==> src/rtl/sin_cos_eval_ctrl.sv <==
// sin_cos_eval_ctrl: folds a 16-bit phase to a quarter-wave and evaluates sin then cos
// from a shared piecewise-linear coefficient ROM with one multiplier, Q1.14 output.
module sin_cos_eval_ctrl #(
    parameter logic ROUND = 1'b1
) (
    input  logic        i_clk,
    input  logic        i_reset,
    input  logic        i_in_valid,
    output logic        o_in_ready,
    input  logic [15:0] i_in_phase,
    output logic [6:0]  o_rom_addr,
    input  logic [30:0] i_rom_data,
    output logic        o_out_valid,
    input  logic        i_out_ready,
    output logic [15:0] o_out_sin,
    output logic [15:0] o_out_cos,
    output logic        o_busy
);
    typedef enum logic [2:0] {IDLE, SIN_LK, SIN_MAC, COS_LK, COS_MAC, DONE} state_t;

    state_t      r_state, w_next;
    logic [15:0] r_ph;
    logic [11:0] r_c1;
    logic [18:0] r_c0;
    logic [6:0]  r_rom_addr;
    logic [15:0] r_sin, r_cos;

    logic [15:0] w_cos_ph, w_mac_ph, w_mag, w_res;
    logic [13:0] w_low;
    logic        w_byp;
    logic [25:0] w_prod;
    logic [26:0] w_acc;
    logic [27:0] w_rnd;
    logic [17:0] w_shift;

    // Distance into the quarter-wave; 16384 - x wraps to 0 exactly when x = 0 (the bypass case).
    function automatic logic [13:0] fold_low(input logic [15:0] p);
        return p[14] ? 14'(14'd0 - p[13:0]) : p[13:0];
    endfunction

    function automatic logic [6:0] fold_addr(input logic [15:0] p);
        return 7'(fold_low(p) >> 7);
    endfunction

    assign w_cos_ph = r_ph + 16'h4000;
    assign w_mac_ph = (r_state == COS_MAC) ? w_cos_ph : r_ph;
    assign w_low    = fold_low(w_mac_ph);
    assign w_byp    = w_mac_ph[14] && (w_mac_ph[13:0] == 14'd0);
    assign w_prod   = 26'(r_c1) * 26'(w_low);
    assign w_acc    = 27'(w_prod) + 27'({r_c0, 7'd0});
    assign w_rnd    = 28'(w_acc) + (ROUND ? 28'd512 : 28'd0);
    assign w_shift  = 18'(w_rnd >> 10);
    assign w_mag    = (w_byp || w_shift > 18'd16384) ? 16'd16384 : w_shift[15:0];
    assign w_res    = w_mac_ph[15] ? 16'(-w_mag) : w_mag;

    always_ff @(posedge i_clk) begin
        if (i_reset) r_state <= IDLE;
        else         r_state <= w_next;
    end

    always_comb begin
        w_next = r_state;
        case (r_state)
            IDLE:    w_next = i_in_valid ? SIN_LK : IDLE;
            SIN_LK:  w_next = SIN_MAC;
            SIN_MAC: w_next = COS_LK;
            COS_LK:  w_next = COS_MAC;
            COS_MAC: w_next = DONE;
            DONE:    w_next = i_out_ready ? IDLE : DONE;
            default: w_next = IDLE;
        endcase
    end

    always_ff @(posedge i_clk) begin
        if (i_reset) begin
            r_ph       <= '0;
            r_c1       <= '0;
            r_c0       <= '0;
            r_rom_addr <= '0;
            r_sin      <= '0;
            r_cos      <= '0;
        end else begin
            if (r_state == IDLE && i_in_valid) begin
                r_ph       <= i_in_phase;
                r_rom_addr <= fold_addr(i_in_phase);
            end
            if (r_state == SIN_LK || r_state == COS_LK) begin
                r_c1 <= i_rom_data[30:19];
                r_c0 <= i_rom_data[18:0];
            end
            if (r_state == SIN_MAC) begin
                r_sin      <= w_res;
                r_rom_addr <= fold_addr(w_cos_ph);
            end
            if (r_state == COS_MAC) r_cos <= w_res;
        end
    end

    assign o_in_ready  = (r_state == IDLE) && !i_reset;
    assign o_busy      = r_state != IDLE;
    assign o_out_valid = r_state == DONE;
    assign o_rom_addr  = r_rom_addr;
    assign o_out_sin   = r_sin;
    assign o_out_cos   = r_cos;
endmodule

==> config.mk <==
export PLATFORM = sky130hd
export DESIGN_NAME = sin_cos_eval_ctrl
export DESIGN_NICKNAME = d
export VERILOG_FILES = /design/src/rtl/sin_cos_eval_ctrl.sv
export SDC_FILE = /design/constraint.sdc
export NUM_CORES = 1
export LEC_CHECK = 0
export ABC_AREA = 1
export BUFFER_PORTS_ARGS = -buffer_cell sky130_fd_sc_hd__buf_2
export CAP_MARGIN = 10
export CORE_ASPECT_RATIO = 1.1
export CORE_UTILIZATION = 31
export DETAILED_ROUTE_END_ITERATION = 7
export PLACE_DENSITY = 0.49
export SLEW_MARGIN = 15
export SYNTH_ARGS = -nofsm -noshare
export SYNTH_HDL_FRONTEND = slang
export SYNTH_SLANG_ARGS = --single-unit
==> constraint.sdc <==
create_clock -name i_clk -period 11.44 [get_ports i_clk]
set_clock_uncertainty 0.15 [all_clocks]
set_input_delay 0 -clock i_clk [delete_from_list [all_inputs] [get_ports i_clk]]
set_output_delay 0 -clock i_clk [all_outputs]
set_load 0.01 [all_outputs]
==> impl_metrics.toml, run 1 <==
[worst_setup_path]
path_class = "reg2reg"
endpoint = "o_out_sin[6]"
r2r_start = "r_state[2]"
slowest_stage = "fa_1"
cp-start-kind = "flop"
worst-endpoint-required_ps = 11550
r2r-end = "o_out_sin[6]"
cpPeakStageDelay_ps = 580
arrival_ps = 9330
crit_top_cell = "fa_1"
worstSetupStartpoint = "r_state[2]"
worst-path-max-fanout = 29
r2r_cells = 40
r2r_slack_ps = 2230
worst_setup_path_end_kind = "flop"

[detailed_routing]
drc = 0
drtPass1Iterations = 5
ant_nets = 0
wirelength_mm = 31.8
vias = 9361
via_per_inst = 4.78
wl_per_cell_um = 16.2
drt_iter0_markers = 457

[sta]
rsz0062_at_grt = "false"
setup_viol = 0
holdWs_ps = 68.6
tightest_slew_ps = 877
max_slew_margin_pct = 41.2
totalNegativeSetupSlack_ps = 0
post-route-min-period_ps = 9210
min_period_over_period_pct = 80.5
hold_viol = 0
layout_setup_ws_ps = 2230
max_freq_mhz = 109
slew_violations = 0

[worst_hold_path]
hp-class = "in2reg"

[synth]
synth_xor_area_share_pct = 1.83
ys_seq_area_share_pct = 16.9
synth_compound_area_share_pct = 12.2
syn_avg_cell_area_um2 = 7.49
syn_nets = 1676
synthMuxAreaShare_pct = 0
async_reset_ff_share_pct = 0
ys_warn_count = 0
yosysUniqueCellTypes = 43
synth_flop_cell = "dfxtp_1"
synth-simple-area-share_pct = 21.5
ys_seq_elements = 89
synthAdderAreaFrac_pct = 36.2
syn_area_mm2 = 0.0105
synth_edf_count = 0
synth_top_family_by_area = "adder cells"
syn_inst = 1404

[cells_and_area]
fillers = 3531
stdcell_count = 1959
diodes = 0
design_area_mm2 = 0.0122
layout-drive-gt1-share_pct = 10.8
nets = 1794
synthToLayoutAreaGrowth_pct = 16.0

[global_route]
grt.overflow.total = 0
grt_pass1_vias = 9332
antenna_found_initial = 0
grt_pass1_wl_mm = 50.8
track_usage_pct = 19.2
grt_max_degree = 40

[power]
vdd_drop_max_v = 0.000135
power_density_mw_per_mm2 = 201
p_leak_nw = 6.33

[clock_network]
clk_pin_slew_ps = 70
worstSkewPairLatency_ps = 370
cts_sinks = 89
h-tree-depth = 3
cts_tree = "built"
cts.path.max_buffers = 2
cts_root_buf = "clkbuf_16"
cts_made_buffers = 9

[floorplan]
die_y_um = 195
dieArea_mm2 = 0.0347
dieWidth_um = 178
core_area_mm2 = 0.0334
ios = 93
start_util_pct = 31.5
rows = 70

[placement]
place_congestion = 0.921
dp_slack_ps = 2260
place_hpwl_mm = 26.1
dpl.cell_count = 1893
placed_area_mm2 = 0.0114
io_buffers = 92

[status]
status = "complete, no violations"

[run]
drv_cap = 0
[layout make-up]
class	count	area, µm²	area share, %
well taps	432	541	4.43
clock inverters	7	75.1	0.615
clock buffers	9	225	1.85
multi-input cells	1001	7550	61.8
inverters	272	1020	8.36
flip-flops and latches	89	1780	14.6
repair buffers	149	1010	8.30
[through the flow]
stage	utilization (%)	total power, W
final	36.6	0.00245
after global routing	36.6	0.00272
after CTS	36.6	0.00248
after detailed placement	34.2	0.00213
after global placement	34.2	0.00213
after floorplan	-	0.00164
[critical path: cells and delay by family, from the launching register on]
family	cells	cell delay, ps
buffers and inverters	10	1780
XOR/XNOR	1	190
adder cells (fa/ha/maj)	8	3620
AO/OA/AOI/OAI	4	900
AND/OR/NAND/NOR	17	2070
flip-flops	1	380
[power breakdown]
part,switching [W],total [W],internal (W)
combinational,0.00115,0.00173,0.000577
clock,0.000149,0.000320,0.000172
sequential,0.0000468,0.000396,0.000350
[cell usage after synthesis, drive strengths merged (3+ instances only)]
master / number / area, µm²
a21boi: 3 / 30.0
nand3: 50 / 275
clkinv: 5 / 18.8
ha: 82 / 1030
o21a: 7 / 52.6
nand2: 259 / 1020
nand3b: 7 / 52.6
nand4: 14 / 87.6
clkbuf: 38 / 143
buf: 4 / 30.0
dfxtp: 89 / 1780
xnor2: 3 / 26.3
a21oi: 85 / 444
nor4: 4 / 25.0
fa: 139 / 2780
o21bai: 10 / 86.3
o211ai: 9 / 67.6
nor2: 181 / 727
nor3: 9 / 60.1
o21ai: 113 / 566
xor2: 19 / 166
inv: 267 / 1000
[registers in the layout, indices dropped and copies added, names as in the netlist]
signal      flops
r_c0           19
o_rom_addr      7
o_out_sin      16
o_out_cos      16
r_c1           12
r_state         3
r_ph           16
[cells in the final DEF, fill, tap and decap left out, types with 12 or more instances in the layout]
| cell type | synthesis | layout |
|---|---|---|
| nand4_1 | 14 | 14 |
| o21ai_1 | 19 | 19 |
| o21ai_0 | 94 | 94 |
| inv_1 | 260 | 259 |
| nand2_1 | 245 | 245 |
| xor2_1 | 19 | 19 |
| dlygate4sd3_1 | 0 | 50 |
| ha_1 | 82 | 82 |
| a21oi_1 | 82 | 82 |
| buf_2 | 0 | 92 |
| dfxtp_1 | 89 | 89 |
| nand3_1 | 45 | 45 |
| nand2_2 | 12 | 12 |
| fa_1 | 139 | 139 |
| nor2_1 | 170 | 170 |
[logic make-up (layout without fill, tap and decap cells)]
logic type | Yosys count | count (layout)
buffers and inverters | 314 | 437
adder cells (fa/ha/maj) | 221 | 221
AO/OA/AOI/OAI | 232 | 232
flip-flops | 89 | 89
XOR/XNOR | 22 | 22
AND/OR/NAND/NOR | 526 | 526
[metal layers]
| layer | up-vias | share of wire, % | wire [µm] | GRT usage (%) |
|---|---|---|---|---|
| met5 | - | 0 | 0 | 0 |
| met4 | 0 | 2.6 | 830 | 7.12 |
| met3 | 38 | 4.1 | 1320 | 2.82 |
| met2 | 237 | 48 | 15100 | 31.3 |
| met1 | 4492 | 46 | 14500 | 25.6 |
| li1 | 4594 | - | - | - |
[timing repair]
item                      4_1_cts  5_1_grt
hold endpoints to repair       64        0
hold buffers                   50        0
setup buffers                   0        0
resized for setup               0        0
[worst min-delay path by stage]
stage / from / end / slack [ps] / cells after the start
2_1_floorplan: i_rom_data[11] / r_c0[11] / -20 / 2
3_3_place_gp: i_rom_data[3] / r_c0[3] / 80 / 3
3_5_place_dp: i_rom_data[2] / r_c0[2] / 80 / 3
4_1_cts: i_in_valid / r_ph[15] / 50 / 4
5_1_grt: i_in_valid / r_ph[7] / 80 / 4
6_report: i_in_valid / r_ph[15] / 70 / 4
No activity file was read; power rests on OpenSTA's default activity.
==> run 2: changes to the inputs <==
--- a/config.mk
+++ b/config.mk
@@ -5,7 +5,7 @@
 export SDC_FILE = /design/constraint.sdc
 export NUM_CORES = 1
 export LEC_CHECK = 0
-export ABC_AREA = 1
+export ABC_AREA = 0
 export BUFFER_PORTS_ARGS = -buffer_cell sky130_fd_sc_hd__buf_2
 export CAP_MARGIN = 10
 export CORE_ASPECT_RATIO = 1.1
==> constraint.sdc (replaced) <==
create_clock -name i_clk -period 8.75 [get_ports i_clk]
set_clock_uncertainty 0.15 [all_clocks]
set_input_delay 0 -clock i_clk [delete_from_list [all_inputs] [get_ports i_clk]]
set_output_delay 0 -clock i_clk [all_outputs]
set_load 0.01 [all_outputs]
==> impl_metrics.toml, run 2 <==
[status]
status = "complete, no violations"

[power]
p_leak_nw = 6.25
clkPwrFrac_pct = 21.5
vdd_drop_max_v = 0.000108
power_density_mw_per_mm2 = 145
p_int_w = 0.00111
total_power_w = 0.00191
pwr-share-comb_pct = 53.4
switching_power_w = 0.000798
p_seq_share_pct = 25.1
swShare_pct = 41.8

[synth]
syn_nets = 1530
netlist_top_cells_area = "fa_1 (27%), dfxtp_1 (17%), ha_1 (9.8%), nand2_1 (8.5%), inv_1 (5.0%)"
synth.most_common_cell = "nand2_1"
synth_flop_cell = "dfxtp_1"
synth_edf_count = 0
syn_avg_cell_area_um2 = 8.31
ys_seq_elements = 89
ys_warn_count = 0
syn_inst = 1258
ys_seq_area_share_pct = 17.0
synth_top_area_share_pct = 26.6
synthTopCellsByCount = "nand2_1 (237), inv_1 (140), fa_1 (139)"
async_reset_ff_share_pct = 0
yosysUniqueCellTypes = 71
syn_area_mm2 = 0.0105
synth_area_leader_cell = "fa_1"

[cells_and_area]
nets = 1698
layout-drive-gt1-share_pct = 20.1
diodes = 0
final_util_pct = 39.7
largest_reg_flops = 19
design_area_mm2 = 0.0132
synthToLayoutAreaGrowth_pct = 26.0
top_register = "r_c0"
final_cell_mix = "nand2_1 (235), inv_1 (139), fa_1 (138), buf_2 (92)"
layout.cells.most_common = "nand2_1"

[clock_network]
cts_root_buf = "clkbuf_16"
cts_made_buffers = 9
h-tree-depth = 3
cts_tree = "built"
cts_sinks = 89
cts.path.max_buffers = 2
worstSkewPairLatency_ps = 370
clk_pin_slew_ps = 70

[floorplan]
dieArea_mm2 = 0.0345
dieWidth_um = 177
core_area_mm2 = 0.0332
start_util_pct = 31.5
die_y_um = 195
rows = 70
ios = 93

[worst_setup_path]
slowest_stage = "fa_1"
arrival_ps = 8720
worst_setup_path_end_kind = "flop"
cp-start-kind = "flop"
path_class = "reg2reg"
worst-endpoint-required_ps = 8880
cpPeakStageDelay_ps = 610
crit_top_cell = "fa_1"
worst-path-max-fanout = 8

[sta]
rsz0062_at_grt = "true"
max_freq_mhz = 116
tightest_slew_ps = 1210
setup_viol = 0
max_slew_margin_pct = 18.7
min_period_over_period_pct = 98.2
post-route-min-period_ps = 8600
slew_violations = 0
hold_viol = 0
holdWs_ps = 175

[detailed_routing]
drt_iter0_markers = 348
wirelength_mm = 30.0
via_per_inst = 4.88
vias = 9095
wl_per_cell_um = 16.1
drtPass1Iterations = 4
ant_nets = 0
drc = 0

[global_route]
grt_pass1_vias = 9196
grt_max_degree = 89
grt.overflow.total = 0
track_usage_pct = 18.2
grt_pass1_wl_mm = 48.7
antenna_found_initial = 0

[run]
drv_cap = 0

[placement]
place_congestion = 0.862
io_buffers = 92
placed_area_mm2 = 0.0118
place_hpwl_mm = 23.4

[worst_hold_path]
hp-class = "in2reg"
-- run 2: changes by cell type after synthesis, sizes merged, moves of 22 or more --
cell    change
xnor2      +22
clkbuf     +31
o21ai      -93
nand2      -22
nor2      -114
and2       +83
inv       -127
nand3      -28
-- run 2: power groups by stage --
stage / Clock, W / Combinational (W) / Sequential [W]
after global routing: 0.000444 / 0.00112 / 0.000485
after detailed placement: 0 / 0.000900 / 0.000488
after floorplan: 0 / 0.000581 / 0.000473
final: 0.000410 / 0.00102 / 0.000479
after global placement: 0 / 0.000902 / 0.000488
after CTS: 0.000428 / 0.000925 / 0.000479
-- run 2: worst paths after layout --
| check | from | endpoint | slack, ps | cells past startpoint |
|---|---|---|---|---|
| worst max-delay path | r_ph[4] | o_out_cos[12] | 150 | 34 |
| worst min-delay path | i_reset | r_state[2] | 180 | 3 |
| worst max register to register | r_ph[4] | o_out_cos[12] | 150 | 34 |
| worst min register to register | o_out_cos[11] | o_out_cos[11] | 300 | 2 |
-- run 2: layout make-up --
class / instances / area, µm²
sequential: 89 / 1780
timing repair buffer: 234 / 1670
fill: 3398 / 20000
inverter: 140 / 526
tap: 432 / 541
clock inverter: 6 / 72.6
clock buffer: 10 / 229
multi-input combinational: 952 / 8360
-- run 2: per-layer routing --
metal  global-route usage, %  up-vias  share of wire, %
met5                       0        -                 0
met4                    6.45        0               2.4
met3                    2.39       42               2.8
met2                    30.5      154                50
met1                    23.6     4487                45
li1                        -     4412                 -
-- run 2: per-stage QoR --
step / TNS [ps] / std cells / worst slack, ps
3_5_place_dp: -45.9 / 1783 / -18.8
2_1_floorplan: 0 / 1258 / 0.131
3_3_place_gp: 0 / 1783 / 56.5
5_1_grt: -532 / 1863 / -134
4_1_cts: 0 / 1850 / 10.9
6_report: 0 / 1863 / 154
-- run 2: worst max-delay path: cells and delay by family, from the launching register on --
family / cells / cell delay (ps)
adders and majority gates: 8 / 3130
AOI/OAI and AO/OA: 7 / 1410
DFF: 1 / 330
and+or+nand+nor: 14 / 2900
xor gates and xnor gates: 1 / 140
buffers and inverters: 4 / 430
-- run 2: cell families after synthesis --
logic type / count (synthesis) / share of synthesized area [%]
compound gates: 202 / 12.4
xor+xnor: 48 / 4.02
fa+ha+maj: 221 / 36.4
buf+inv: 217 / 7.92
flops: 89 / 17.0
mux: 4 / 0.407
simple gates: 477 / 21.7
-- run 2: what timing repair did --
item	CTS	global route
setup endpoints to repair	4	16
buffers inserted	1	12
gates resized for setup	2	81
hold buffers	50	0
pin swaps	1	47
hold endpoints to repair	51	0
cloned	0	1
